File: config.mk
export PLATFORM = sky130hd
export DESIGN_NAME = sd_init_sequencer
export DESIGN_NICKNAME = d
export VERILOG_FILES = /design/src/rtl/sd_init_sequencer.sv
export SDC_FILE = /design/constraint.sdc
export NUM_CORES = 1
export LEC_CHECK = 0
export BUFFER_PORTS_ARGS = -buffer_cell sky130_fd_sc_hd__buf_2
export CAP_MARGIN = 10
export CORE_MARGIN = 2
export CORE_UTILIZATION = 50
export DETAILED_ROUTE_END_ITERATION = 8
export HOLD_SLACK_MARGIN = 0.15
export PLACE_DENSITY = 0.86
export SYNTH_ARGS = -nofsm -noshare
export SYNTH_HDL_FRONTEND = slang
export SYNTH_SLANG_ARGS = --single-unit
File: constraint.sdc
create_clock -name wb_clk -period 11.62 [get_ports wb_clk]
set_input_delay 1.743 -clock wb_clk [delete_from_list [all_inputs] [get_ports wb_clk]]
set_output_delay 1.743 -clock wb_clk [all_outputs]
set_load 0.01 [all_outputs]
File: src/rtl/sd_init_sequencer.sv
// sd_init_sequencer: Wishbone master microsequencer that runs an op program
// from a synchronous ROM to bring up the sdc_controller register file.
module sd_init_sequencer #(
    parameter int PC_W        = 6,
    parameter int ACK_TIMEOUT = 255,
    parameter int POLL_LIMIT  = 4095,
    parameter int START_PC    = 0
) (
    input  logic            wb_clk,
    input  logic            reset,
    input  logic            start,
    output logic            busy,
    output logic            done,
    output logic            error,
    output logic [1:0]      err_code,
    output logic [PC_W-1:0] err_pc,
    output logic [PC_W-1:0] prog_addr,
    input  logic [42:0]     prog_data,
    output logic [31:0]     last_rd,
    output logic [7:0]      wb_adr_o,
    output logic [31:0]     wb_dat_o,
    input  logic [31:0]     wb_dat_i,
    output logic [3:0]      wb_sel_o,
    output logic            wb_we_o,
    output logic            wb_cyc_o,
    output logic            wb_stb_o,
    input  logic            wb_ack_i
);

    localparam int WD_W = $clog2(ACK_TIMEOUT + 1);
    localparam int PL_W = $clog2(POLL_LIMIT + 1);

    localparam logic [2:0] OP_NOP   = 3'd0;
    localparam logic [2:0] OP_WRITE = 3'd1;
    localparam logic [2:0] OP_READ  = 3'd2;
    localparam logic [2:0] OP_POLL  = 3'd3;
    localparam logic [2:0] OP_JUMP  = 3'd4;
    localparam logic [2:0] OP_HALT  = 3'd5;

    typedef enum logic [2:0] {
        S_IDLE,
        S_FETCH,
        S_DECODE,
        S_BUS,
        S_CHECK,
        S_HALTED,
        S_FAULT
    } state_t;

    state_t          state_q, state_d;
    logic [PC_W-1:0] pc_q, pc_d;
    logic            busy_q, busy_d;
    logic            done_q, done_d;
    logic            error_q, error_d;
    logic [1:0]      err_code_q, err_code_d;
    logic [PC_W-1:0] err_pc_q, err_pc_d;
    logic [31:0]     last_rd_q, last_rd_d;
    logic [7:0]      adr_q, adr_d;
    logic [31:0]     dat_q, dat_d;
    logic            we_q, we_d;
    logic            cyc_q, cyc_d;
    logic [2:0]      op_q, op_d;
    logic [WD_W-1:0] wdog_q, wdog_d;
    logic [PL_W-1:0] poll_q, poll_d;

    logic            fault;
    logic [1:0]      fault_code;
    logic [2:0]      opc;

    assign opc = prog_data[42:40];

    always_comb begin
        state_d    = state_q;
        pc_d       = pc_q;
        busy_d     = busy_q;
        done_d     = done_q;
        error_d    = error_q;
        err_code_d = err_code_q;
        err_pc_d   = err_pc_q;
        last_rd_d  = last_rd_q;
        adr_d      = adr_q;
        dat_d      = dat_q;
        we_d       = we_q;
        cyc_d      = cyc_q;
        op_d       = op_q;
        wdog_d     = wdog_q;
        poll_d     = poll_q;
        fault      = 1'b0;
        fault_code = 2'b00;

        case (state_q)
            S_IDLE, S_HALTED, S_FAULT: begin
                if (start) begin
                    done_d     = 1'b0;
                    error_d    = 1'b0;
                    err_code_d = 2'b00;
                    pc_d       = PC_W'(START_PC);
                    busy_d     = 1'b1;
                    state_d    = S_FETCH;
                end
            end
            S_FETCH: state_d = S_DECODE;
            S_DECODE: begin
                op_d = opc;
                case (opc)
                    OP_NOP: begin
                        pc_d    = pc_q + PC_W'(1);
                        state_d = S_FETCH;
                    end
                    OP_WRITE, OP_READ, OP_POLL: begin
                        adr_d   = prog_data[39:32];
                        dat_d   = prog_data[31:0];
                        we_d    = (opc == OP_WRITE);
                        cyc_d   = 1'b1;
                        wdog_d  = '0;
                        poll_d  = '0;
                        state_d = S_BUS;
                    end
                    OP_JUMP: begin
                        pc_d    = prog_data[PC_W-1:0];
                        state_d = S_FETCH;
                    end
                    OP_HALT: begin
                        done_d  = 1'b1;
                        busy_d  = 1'b0;
                        state_d = S_HALTED;
                    end
                    default: begin
                        fault      = 1'b1;
                        fault_code = 2'b11;
                    end
                endcase
            end
            S_BUS: begin
                // ack is checked first so it beats a watchdog expiring on the same edge
                if (wb_ack_i) begin
                    cyc_d = 1'b0;
                    we_d  = 1'b0;
                    if (!we_q) begin
                        last_rd_d = wb_dat_i;
                    end
                    if (op_q == OP_POLL) begin
                        state_d = S_CHECK;
                    end else begin
                        pc_d    = pc_q + PC_W'(1);
                        state_d = S_FETCH;
                    end
                end else if (wdog_q == WD_W'(ACK_TIMEOUT - 1)) begin
                    cyc_d      = 1'b0;
                    we_d       = 1'b0;
                    fault      = 1'b1;
                    fault_code = 2'b01;
                end else begin
                    wdog_d = wdog_q + WD_W'(1);
                end
            end
            S_CHECK: begin
                if ((last_rd_q & dat_q) != 32'd0) begin
                    poll_d  = '0;
                    pc_d    = pc_q + PC_W'(1);
                    state_d = S_FETCH;
                end else if (poll_q == PL_W'(POLL_LIMIT)) begin
                    fault      = 1'b1;
                    fault_code = 2'b10;
                end else begin
                    poll_d  = poll_q + PL_W'(1);
                    cyc_d   = 1'b1;
                    wdog_d  = '0;
                    state_d = S_BUS;
                end
            end
            default: state_d = S_IDLE;
        endcase

        if (fault) begin
            state_d    = S_FAULT;
            error_d    = 1'b1;
            err_code_d = fault_code;
            err_pc_d   = pc_q;
            busy_d     = 1'b0;
        end
    end

    always_ff @(posedge wb_clk or posedge reset) begin
        if (reset) begin
            state_q    <= S_IDLE;
            pc_q       <= PC_W'(START_PC);
            busy_q     <= 1'b0;
            done_q     <= 1'b0;
            error_q    <= 1'b0;
            err_code_q <= 2'b00;
            err_pc_q   <= '0;
            last_rd_q  <= '0;
            adr_q      <= '0;
            dat_q      <= '0;
            we_q       <= 1'b0;
            cyc_q      <= 1'b0;
            op_q       <= '0;
            wdog_q     <= '0;
            poll_q     <= '0;
        end else begin
            state_q    <= state_d;
            pc_q       <= pc_d;
            busy_q     <= busy_d;
            done_q     <= done_d;
            error_q    <= error_d;
            err_code_q <= err_code_d;
            err_pc_q   <= err_pc_d;
            last_rd_q  <= last_rd_d;
            adr_q      <= adr_d;
            dat_q      <= dat_d;
            we_q       <= we_d;
            cyc_q      <= cyc_d;
            op_q       <= op_d;
            wdog_q     <= wdog_d;
            poll_q     <= poll_d;
        end
    end

    assign busy      = busy_q;
    assign done      = done_q;
    assign error     = error_q;
    assign err_code  = err_code_q;
    assign err_pc    = err_pc_q;
    assign prog_addr = pc_q;
    assign last_rd   = last_rd_q;
    assign wb_adr_o  = adr_q;
    assign wb_dat_o  = dat_q;
    assign wb_sel_o  = 4'b1111;
    assign wb_we_o   = we_q;
    assign wb_cyc_o  = cyc_q;
    assign wb_stb_o  = cyc_q;

endmodule

==> reports/results.tsv, run 1 <==
metric	value	unit
status	finished clean	
Synth async-reset ratio	1.00	
Worst-path clk slew	60	ps
EDFF count, synth	0	
Syn-to-layout area delta	29.2	%
grt met3 use	0.0862	
final hold vios	0	
fin util	0.657	
synth unique cells	61	
Arrival @ worst endpoint	3650	ps
total of max-cap violations	0	
Crit. End Element	flop	
met1 Usage GRT	0.298	
crit path max fanout	12	
CTS tree	done	
cts bufs inserted	17	
global-route met2 utilization	0.392	
first-pass GRT wire length	21800	um
Min-Delay Endpoint	done	
Seq/Total Area, Yosys	0.536	
Setup Viol. Count Final	0	
initial antenna violation count	0	
R2R cell count	6	
Worst Hold Class	flop to flop	
layout cell share with drive strength beyond 1	0.457	
worst ir drop on vdd	0.199	mV
Diodes inserted	0	
hold depth	2	
Worst Hold Launch	done	
gpl congestion	0.893	
register share of total power	0.366	
slew margin rel.	0.383	
# nets final	720	
Avg Vias per Cell	5.47	
GR Util All Layers	0.243	
largest net degree at the start of global routing	69	
Initial Utilization	0.508	
critical path launch point type	primary input	
Syn Std Cell Area	5460	um2
Ports	175	
minimum clock period	3250	ps
Yosys reg bits	117	
RR Startpoint	state_q[0]	
critical path type	primary input to flop	
Antenna Nets Post-Route	0	
r2r setup slk	9130	ps
Pre-Repair DR Iteration Count	5	
synth warn	0	
Fin Clk Skew	8.25	ps
leakage	0.00343	uW
Vias	4325	
fmax	0.308	GHz
Remaining Overflow, GRT	0	
Setup TNS	0	ps
RSZ-0062 raised after global routing	false	
Post-DP HPWL	9700	um
die area	11800	um2
Primary FF master, synth	dfrtp_1	
grt peak-use layer	met2	
Net Sw Frac	0.347	
I/O Buffers	170	
pwr dens	288	nW/um2
Avg Cell Area, Syn	11.8	um2
post_cts resized	0	
Clock Tree Buf Depth	2	
Root Driver	clkbuf_8	
Die Span X	109	um
FF-to-FF End	prog_addr[2]	
clock share of power	0.292	
Die Ht	109	um
number of global-route vias before repair	4389	
Avg WL per Cell	17.2	um
Post-CTS Hold Buffers	0	
Logic pwr share	0.342	
Post-Synthesis Cells	464	
H-Tree Depth	4	
Internal	1330	uW
DR DRC count	0	
most common cell after layout, fill and taps aside	buf_2	
most frequent cells in the layout	170 x buf_2, 117 x dfrtp_1, 68 x mux2_2, 52 x nand2_1, 25 x nor2_1	
Core Region	10700	um2
post-CTS setup buffers	0	
final period utilization	0.279	
Clock Latency Late Sink	520	ps
Worst-Margin Slew	922	ps
initial DRC count	202	
Final Max Slew Viols	0	
Post-Route WL	13600	um
required time worst endpoint	12020	ps
P_sw	704	uW
Row Count	38	
clk sinks	117	
[power groups by stage]
| stage | logic (uW) | clock network (uW) | registers, uW |
|---|---|---|---|
| 2_1_floorplan | 405 | 0 | 769 |
| 3_3_place_gp | 677 | 0 | 733 |
| 3_5_place_dp | 696 | 0 | 744 |
| 4_1_cts | 702 | 601 | 742 |
| 5_1_grt | 760 | 619 | 767 |
| 6_report | 695 | 593 | 743 |
[critical path, stage by stage]
cell      delay, ps
buf_2           140
nor2_2          260
mux2i_1         110
nor2_1           90
a311oi_1         70
a31oi_1         740
o21ai_0         200
a22o_1          270
[cells in the mapped netlist (3+ instances only)]
cell	n	share of area
a211oi_2	3	0.0069
a21o_1	3	0.0041
a21oi_1	14	0.013
a221oi_2	4	0.011
a22o_1	8	0.013
a22oi_1	8	0.011
and2_1	3	0.0034
and3_1	6	0.0069
buf_2	7	0.0064
buf_4	10	0.014
dfrtp_1	117	0.54
ha_1	4	0.0092
inv_1	8	0.0055
mux2_1	4	0.0082
mux2_2	68	0.14
nand2_1	52	0.036
nand3_1	18	0.016
nand4_1	7	0.0080
nor2_1	25	0.017
nor2b_1	3	0.0034
nor3_1	4	0.0037
o21ai_0	21	0.019
o31ai_1	8	0.011
xnor2_1	6	0.0096
xor2_1	4	0.0064
[flip-flops by register name, summed over array words and instances, names as in the netlist, 2 cells and up]
signal,flops
err_code,2
err_pc,6
last_rd,32
op_q,3
poll_q,12
prog_addr,6
state_q,3
wb_adr_o,8
wb_dat_o,32
wdog_q,8
[worst max path at each step]
stage | end | from | depth (start not counted)
final | prog_addr[2] | prog_data[41] | 8
after global placement | prog_addr[2] | prog_data[41] | 8
after detailed placement | prog_addr[2] | prog_data[41] | 8
after CTS | prog_addr[2] | prog_data[41] | 8
after global routing | prog_addr[2] | prog_data[41] | 8
after floorplan | busy | reset | 1
[routing by layer]
layer,wire (um),share of wire
met1,5510,0.40
met2,6770,0.50
met3,1020,0.075
met5,0,0
met4,326,0.024
[logic make-up (layout without fill, tap and decap cells)]
kind of cell | after synthesis | after routing | share of synthesized area
simple gates | 144 | 144 | 0.143
flops | 117 | 117 | 0.536
compound gates | 84 | 84 | 0.110
mux | 74 | 74 | 0.152
buf+inv | 30 | 213 | 0.0325
xor+xnor | 10 | 10 | 0.0160
fa+ha+maj | 4 | 4 | 0.00916
other cells | 1 | 4 | 0.000686
[final cells by class]
cell class	instances	area, um2
clock buffers	23	477
multi-input cells	320	2370
repair buffers	173	873
flip-flops and latches	117	2930
clock inverters	9	195
inverters	8	32.5
well taps	140	175
fillers	844	3690
[stage by stage]
step	instances	setup slack (ps)	cell area (um2)	total power (uW)	hold WS, ps
floorplan	467	6780	5470	1170	458
global placement	758	7960	6380	1410	454
detailed placement	758	7880	6380	1440	462
CTS	790	8400	7060	2040	480
global route	790	8170	7060	2150	505
finish	790	8370	7060	2030	473
No activity file was read; power rests on OpenSTA's default activity.
==> run 2, diff against run 1 <==
CORE_UTILIZATION = 46   (was 50)
PLACE_DENSITY = 0.83   (was 0.86)
clock period = 2.7 ns   (was 11.62 ns; I/O delays follow)
==> reports/results.tsv, run 2 (synthesized netlist as in run 1, its figures left out) <==
metric	value	unit	change
required time worst endpoint	2990	ps	-9030 ps
Core Region	11500	um2	+7.2%
Crit. End Element	flop		
CTS tree	done		
leakage	0.00343	uW	-0.10%
Die Span X	113	um	+4.1%
most frequent cells in the layout	170 x buf_2, 117 x dfrtp_1, 68 x mux2_2, 52 x nand2_1, 25 x nor2_1		
Inst Count DP	764		+0.79%
Avg WL per Cell	17.8	um	+3.5%
Worst Hold Class	primary input to flop		
WP buf/inv	0		-1
Pre-Repair DR Iteration Count	7		+2
Setup Viol. Count Final	0		unchanged
worst path cell trace	o32ai_1 > a222oi_1 > a31oi_1 > o21ai_0 > a22o_1		
Slowest cell on crit path	a31oi_1		
Vias	4403		+1.8%
Syn-to-layout area delta	30.1	%	
worst ir drop on vdd	0.846	mV	+330%
Diodes inserted	0		unchanged
filler cell count	925		+9.6%
r2r setup slk	190	ps	-8940 ps
Worst Hold Launch	prog_data[37]		
layout cell share with drive strength beyond 1	0.462		+0.00485
largest net degree at the start of global routing	70		+1.4%
Row Count	39		+2.6%
total of max-cap violations	0		unchanged
I/O Buffers	170		unchanged
Post-DP HPWL	10200	um	+5.3%
Fin Clk Skew	8.74	ps	+0.491 ps
Worst-Margin Slew	953	ps	+31.2 ps
RSZ-0062 raised after global routing	false		
Logic pwr share	0.350		+0.008
Antenna Nets Post-Route	0		unchanged
Top Family by Delay on Critical Path	compound AO/OA/AOI/OAI gates		
GR Util All Layers	0.231		-0.0113
Arrival @ worst endpoint	2800	ps	-850 ps
P_sw	3080	uW	+340%
Clock Tree Buf Depth	2		unchanged
Internal	5610	uW	+320%
clock share of power	0.281		-0.011
RR Startpoint	state_q[0]		
final period utilization	0.929		
Worst-path clk slew	50	ps	about the same
H-Tree Depth	4		unchanged
register share of total power	0.369		+0.003
crit path max fanout	18		+6
die area	12800	um2	+8.4%
fin cells	797		+0.89%
Net Sw Frac	0.354		+0.00743
gpl congestion	0.865		-3.1%
Setup TNS	0	ps	unchanged
Die Ht	113	um	+4.1%
Crit path largest cell delay	730	ps	about the same
fmax	0.399	GHz	
FF-to-FF End	prog_addr[2]		
Clock Latency Late Sink	410	ps	-110 ps
hold depth	3		+1
most common cell after layout, fill and taps aside	buf_2		
failing checks	DRC		
final hold vios	0		unchanged
critical path launch point type	flop		
Remaining Overflow, GRT	0		unchanged
first-pass GRT wire length	23400	um	+7.2%
critical path type	flop to flop		
Root Driver	clkbuf_16		
worst hold slack	185	ps	-288 ps
Initial Utilization	0.474		-0.0340
Ports	175		unchanged
initial antenna violation count	0		unchanged
cts bufs inserted	17		unchanged
minimum clock period	2510	ps	
initial DRC count	238		+18%
R2R cell count	5		-1
status	complete, but fails checks		
clk sinks	117		unchanged
Power, Total	8680	uW	+330%
Min-Delay Endpoint	wb_adr_o[5]		
Avg Vias per Cell	5.52		+0.91%
number of global-route vias before repair	4675		+6.5%
Post-Route WL	14200	um	+4.4%
DR DRC count	2		+2
Final Max Slew Viols	0		unchanged
pwr dens	1220	nW/um2	+320%
slew margin rel.	0.362		-0.0209
# nets final	724		+0.56%
## run 2: cell count changes in the layout (fill, tap and decap cells not counted)
cell | previous run | this run
buf_12 | 0 | 3
clkinv_2 | 3 | 4
clkbuf_8 | 5 | 1
clkbuf_16 | 16 | 17
clkinvlp_4 | 0 | 6
clkbuf_1 | 2 | 0
inv_4 | 1 | 0
dlygate4sd3_1 | 0 | 1
bufinv_16 | 6 | 5
## run 2: worst register-to-register path: cells and delay by family, from the launching register on
kind | cells | cell delay, ps
compound gates | 5 | 1780
flops | 1 | 610
## run 2: how the worst max path moves through the flow
stage	startpoint	to	cells past startpoint
floorplan	last_rd[15]	err_pc[0]	7
global placement	prog_data[41]	prog_addr[2]	8
detailed placement	state_q[0]	prog_addr[2]	5
CTS	state_q[0]	prog_addr[2]	6
global route	state_q[0]	prog_addr[2]	6
finish	state_q[0]	prog_addr[2]	5
## run 2: timing repair
item / CTS / global route
resized for setup: 0 / 0
hold endpoints to repair: 31 / 0
hold buffers: 1 / 0
buffers inserted: 0 / 0
## run 2: routing by layer
layer,routed length [um],GRT usage,part of all wire
met5,0,0,0
met4,267,0.0846,0.019
met3,1030,0.0718,0.072
met2,7300,0.398,0.51
met1,5620,0.275,0.40
## run 2: layout make-up
class / count / area [um2] / share of cell area
Inverter: 8 / 33.8 / 0.00475
Sequential cell: 117 / 2930 / 0.412
Clock buffer: 18 / 439 / 0.0618
Multi-Input combinational cell: 320 / 2370 / 0.334
Clock inverter: 14 / 208 / 0.0292
Timing Repair Buffer: 177 / 943 / 0.133
Tap cell: 143 / 179 / 0.0252
## run 2: power by group through the flow
stage | logic (uW) | clock network, uW | registers, uW
floorplan | 1740 | 0 | 3310
global placement | 2960 | 0 | 3140
detailed placement | 3050 | 0 | 3200
CTS | 3080 | 2460 | 3190
global route | 3310 | 2550 | 3310
finish | 3040 | 2440 | 3200
## run 2: metrics by stage
stage / cell area (um2) / worst slack [ps] / utilization
after detailed placement: 6450 / 308 / 0.560
after CTS: 7110 / 220 / 0.617
final: 7110 / 191 / 0.617
after floorplan: 5480 / 802 / -
after global placement: 6450 / 408 / 0.560
after global routing: 7110 / 24.2 / 0.617
==> run 3, diff against run 2 <==
CORE_UTILIZATION = 42   (was 46)
PLACE_DENSITY = 0.78   (was 0.83)
==> reports/results.tsv, run 3 (synthesized netlist as in run 1, its figures left out) <==
metric	value	unit	change
slew margin rel.	0.389		+0.0269
worst hold slack	177	ps	-8.04 ps
Logic pwr share	0.358		+0.008
Remaining Overflow, GRT	0		unchanged
Clock Tree Buf Depth	2		unchanged
r2r setup slk	350	ps	+160 ps
Clock Latency Late Sink	410	ps	about the same
Arrival @ worst endpoint	2640	ps	-160 ps
final period utilization	0.869		-0.0602
Syn-to-layout area delta	29.8	%	
gpl congestion	0.844		-2.4%
most common cell after layout, fill and taps aside	buf_2		
RSZ-0062 raised after global routing	false		
post_cts resized	0		unchanged
final hold vios	0		unchanged
R2R cell count	5		unchanged
clk sinks	117		unchanged
minimum clock period	2350	ps	-163 ps
Worst-Margin Slew	913	ps	-40.2 ps
Setup TNS	0	ps	unchanged
number of global-route vias before repair	4683		+0.17%
Post-CTS Hold Buffers	0		-1
Antenna Nets Post-Route	0		unchanged
FF-to-FF End	prog_addr[2]		
I/O Buffers	170		unchanged
worst ir drop on vdd	0.649	mV	-23%
Crit. End Element	flop		
DR DRC count	0		-2
Root Driver	clkbuf_16		
status	finished clean		
Post-DP HPWL	9890	um	-3.1%
Internal	5480	uW	-2.2%
die area	13900	um2	+9.2%
register share of total power	0.373		+0.004
critical path startpoint	state_q[0]		
critical path launch point type	flop		
CTS tree	done		
leakage	0.00341	uW	-0.44%
Worst Hold Class	primary input to async pin		
H-Tree Depth	4		unchanged
Fin Clk Skew	10.3	ps	+1.58 ps
Pre-Repair DR Iteration Count	4		-3
Net Sw Frac	0.356		+0.00151
largest net degree at the start of global routing	118		+69%
post-CTS setup buffers	0		unchanged
pwr dens	1200	nW/um2	-1.8%
Final Max Slew Viols	0		unchanged
first-pass GRT wire length	23100	um	-1.5%
P_sw	3030	uW	-1.6%
Die Ht	118	um	+4.5%
Core Region	12700	um2	+10%
Die Span X	118	um	+4.5%
# nets final	723		-0.14%
required time worst endpoint	2990	ps	about the same
Diodes inserted	0		unchanged
Row Count	41		+5.1%
Post-Route WL	13900	um	-2.5%
initial antenna violation count	0		unchanged
critical path type	flop to flop		
Ports	175		unchanged
GR Util All Layers	0.207		-0.0246
total of max-cap violations	0		unchanged
Setup Viol. Count Final	0		unchanged
Worst-path clk slew	50	ps	about the same
crit path max fanout	12		-6
initial DRC count	232		-2.5%
fmax	0.426	GHz	+6.9%
Power, Total	8510	uW	-2.0%
Avg WL per Cell	16.8	um	-5.8%
RR Startpoint	state_q[0]		
layout cell share with drive strength beyond 1	0.458		-0.00389
cts bufs inserted	17		unchanged
most frequent cells in the layout	170 x buf_2, 117 x dfrtp_1, 68 x mux2_2, 52 x nand2_1, 25 x nor2_1		
filler cell count	1051		+14%
clock share of power	0.269		-0.012
Initial Utilization	0.431		-0.0432
Avg Vias per Cell	5.30		-4.1%
Vias	4369		-0.77%
run 3: cell count changes in the layout (fill, tap and decap cells not counted):
cell and delta:
clkbuf_1 +3, clkinvlp_4 -3, bufinv_16 -2, dlygate4sd3_1 -1, clkbuf_8 +2
run 3: per-stage QoR:
step | setup WS (ps) | util | instance area (um2) | cells
6_report | 353 | 0.559 | 7090 | 825
5_1_grt | 153 | 0.559 | 7090 | 825
4_1_cts | 388 | 0.559 | 7090 | 825
3_5_place_dp | 281 | 0.512 | 6480 | 793
3_3_place_gp | 367 | 0.512 | 6480 | 793
2_1_floorplan | 802 | - | 5480 | 467
run 3: cell type report:
cell class                 count  area [um2]  area share
sequential                   117        2930       0.413
multi-input combinational    320        2370       0.335
timing repair buffer         176         933       0.132
clock buffer                  23         478      0.0674
tap                          172         215      0.0304
clock inverter                 9         125      0.0177
inverter                       8        33.8     0.00477
run 3: routing by layer:
metal	up-vias	wire length (um)	track usage	share of wire
li1	2021	-	-	-
met3	27	1000	0.0727	0.072
met4	0	251	0.0851	0.018
met1	2172	5540	0.239	0.40
met5	-	0	0	0
met2	149	7060	0.350	0.51
run 3: worst max-delay path, stage by stage, from the launching register on:
cell	delay (ps)
dfrtp_1	520
o32ai_1	390
a222oi_1	120
a31oi_1	700
o21ai_0	220
a22o_1	280
run 3: power by group through the flow:
stage          registers (uW)  clock network [uW]  logic, uW
2_1_floorplan            3310                   0       1740
6_report                 3170                2290       3050
4_1_cts                  3170                2330       3100
5_1_grt                  3280                2400       3340
3_3_place_gp             3140                   0       3000
3_5_place_dp             3180                   0       3070
run 3: worst max path at each step:
stage	endpoint	slack [ps]	cells past startpoint
floorplan	err_pc[0]	800	7
global placement	prog_addr[2]	370	8
detailed placement	prog_addr[2]	280	8
CTS	prog_addr[2]	390	5
global route	prog_addr[4]	150	5
finish	prog_addr[2]	350	5
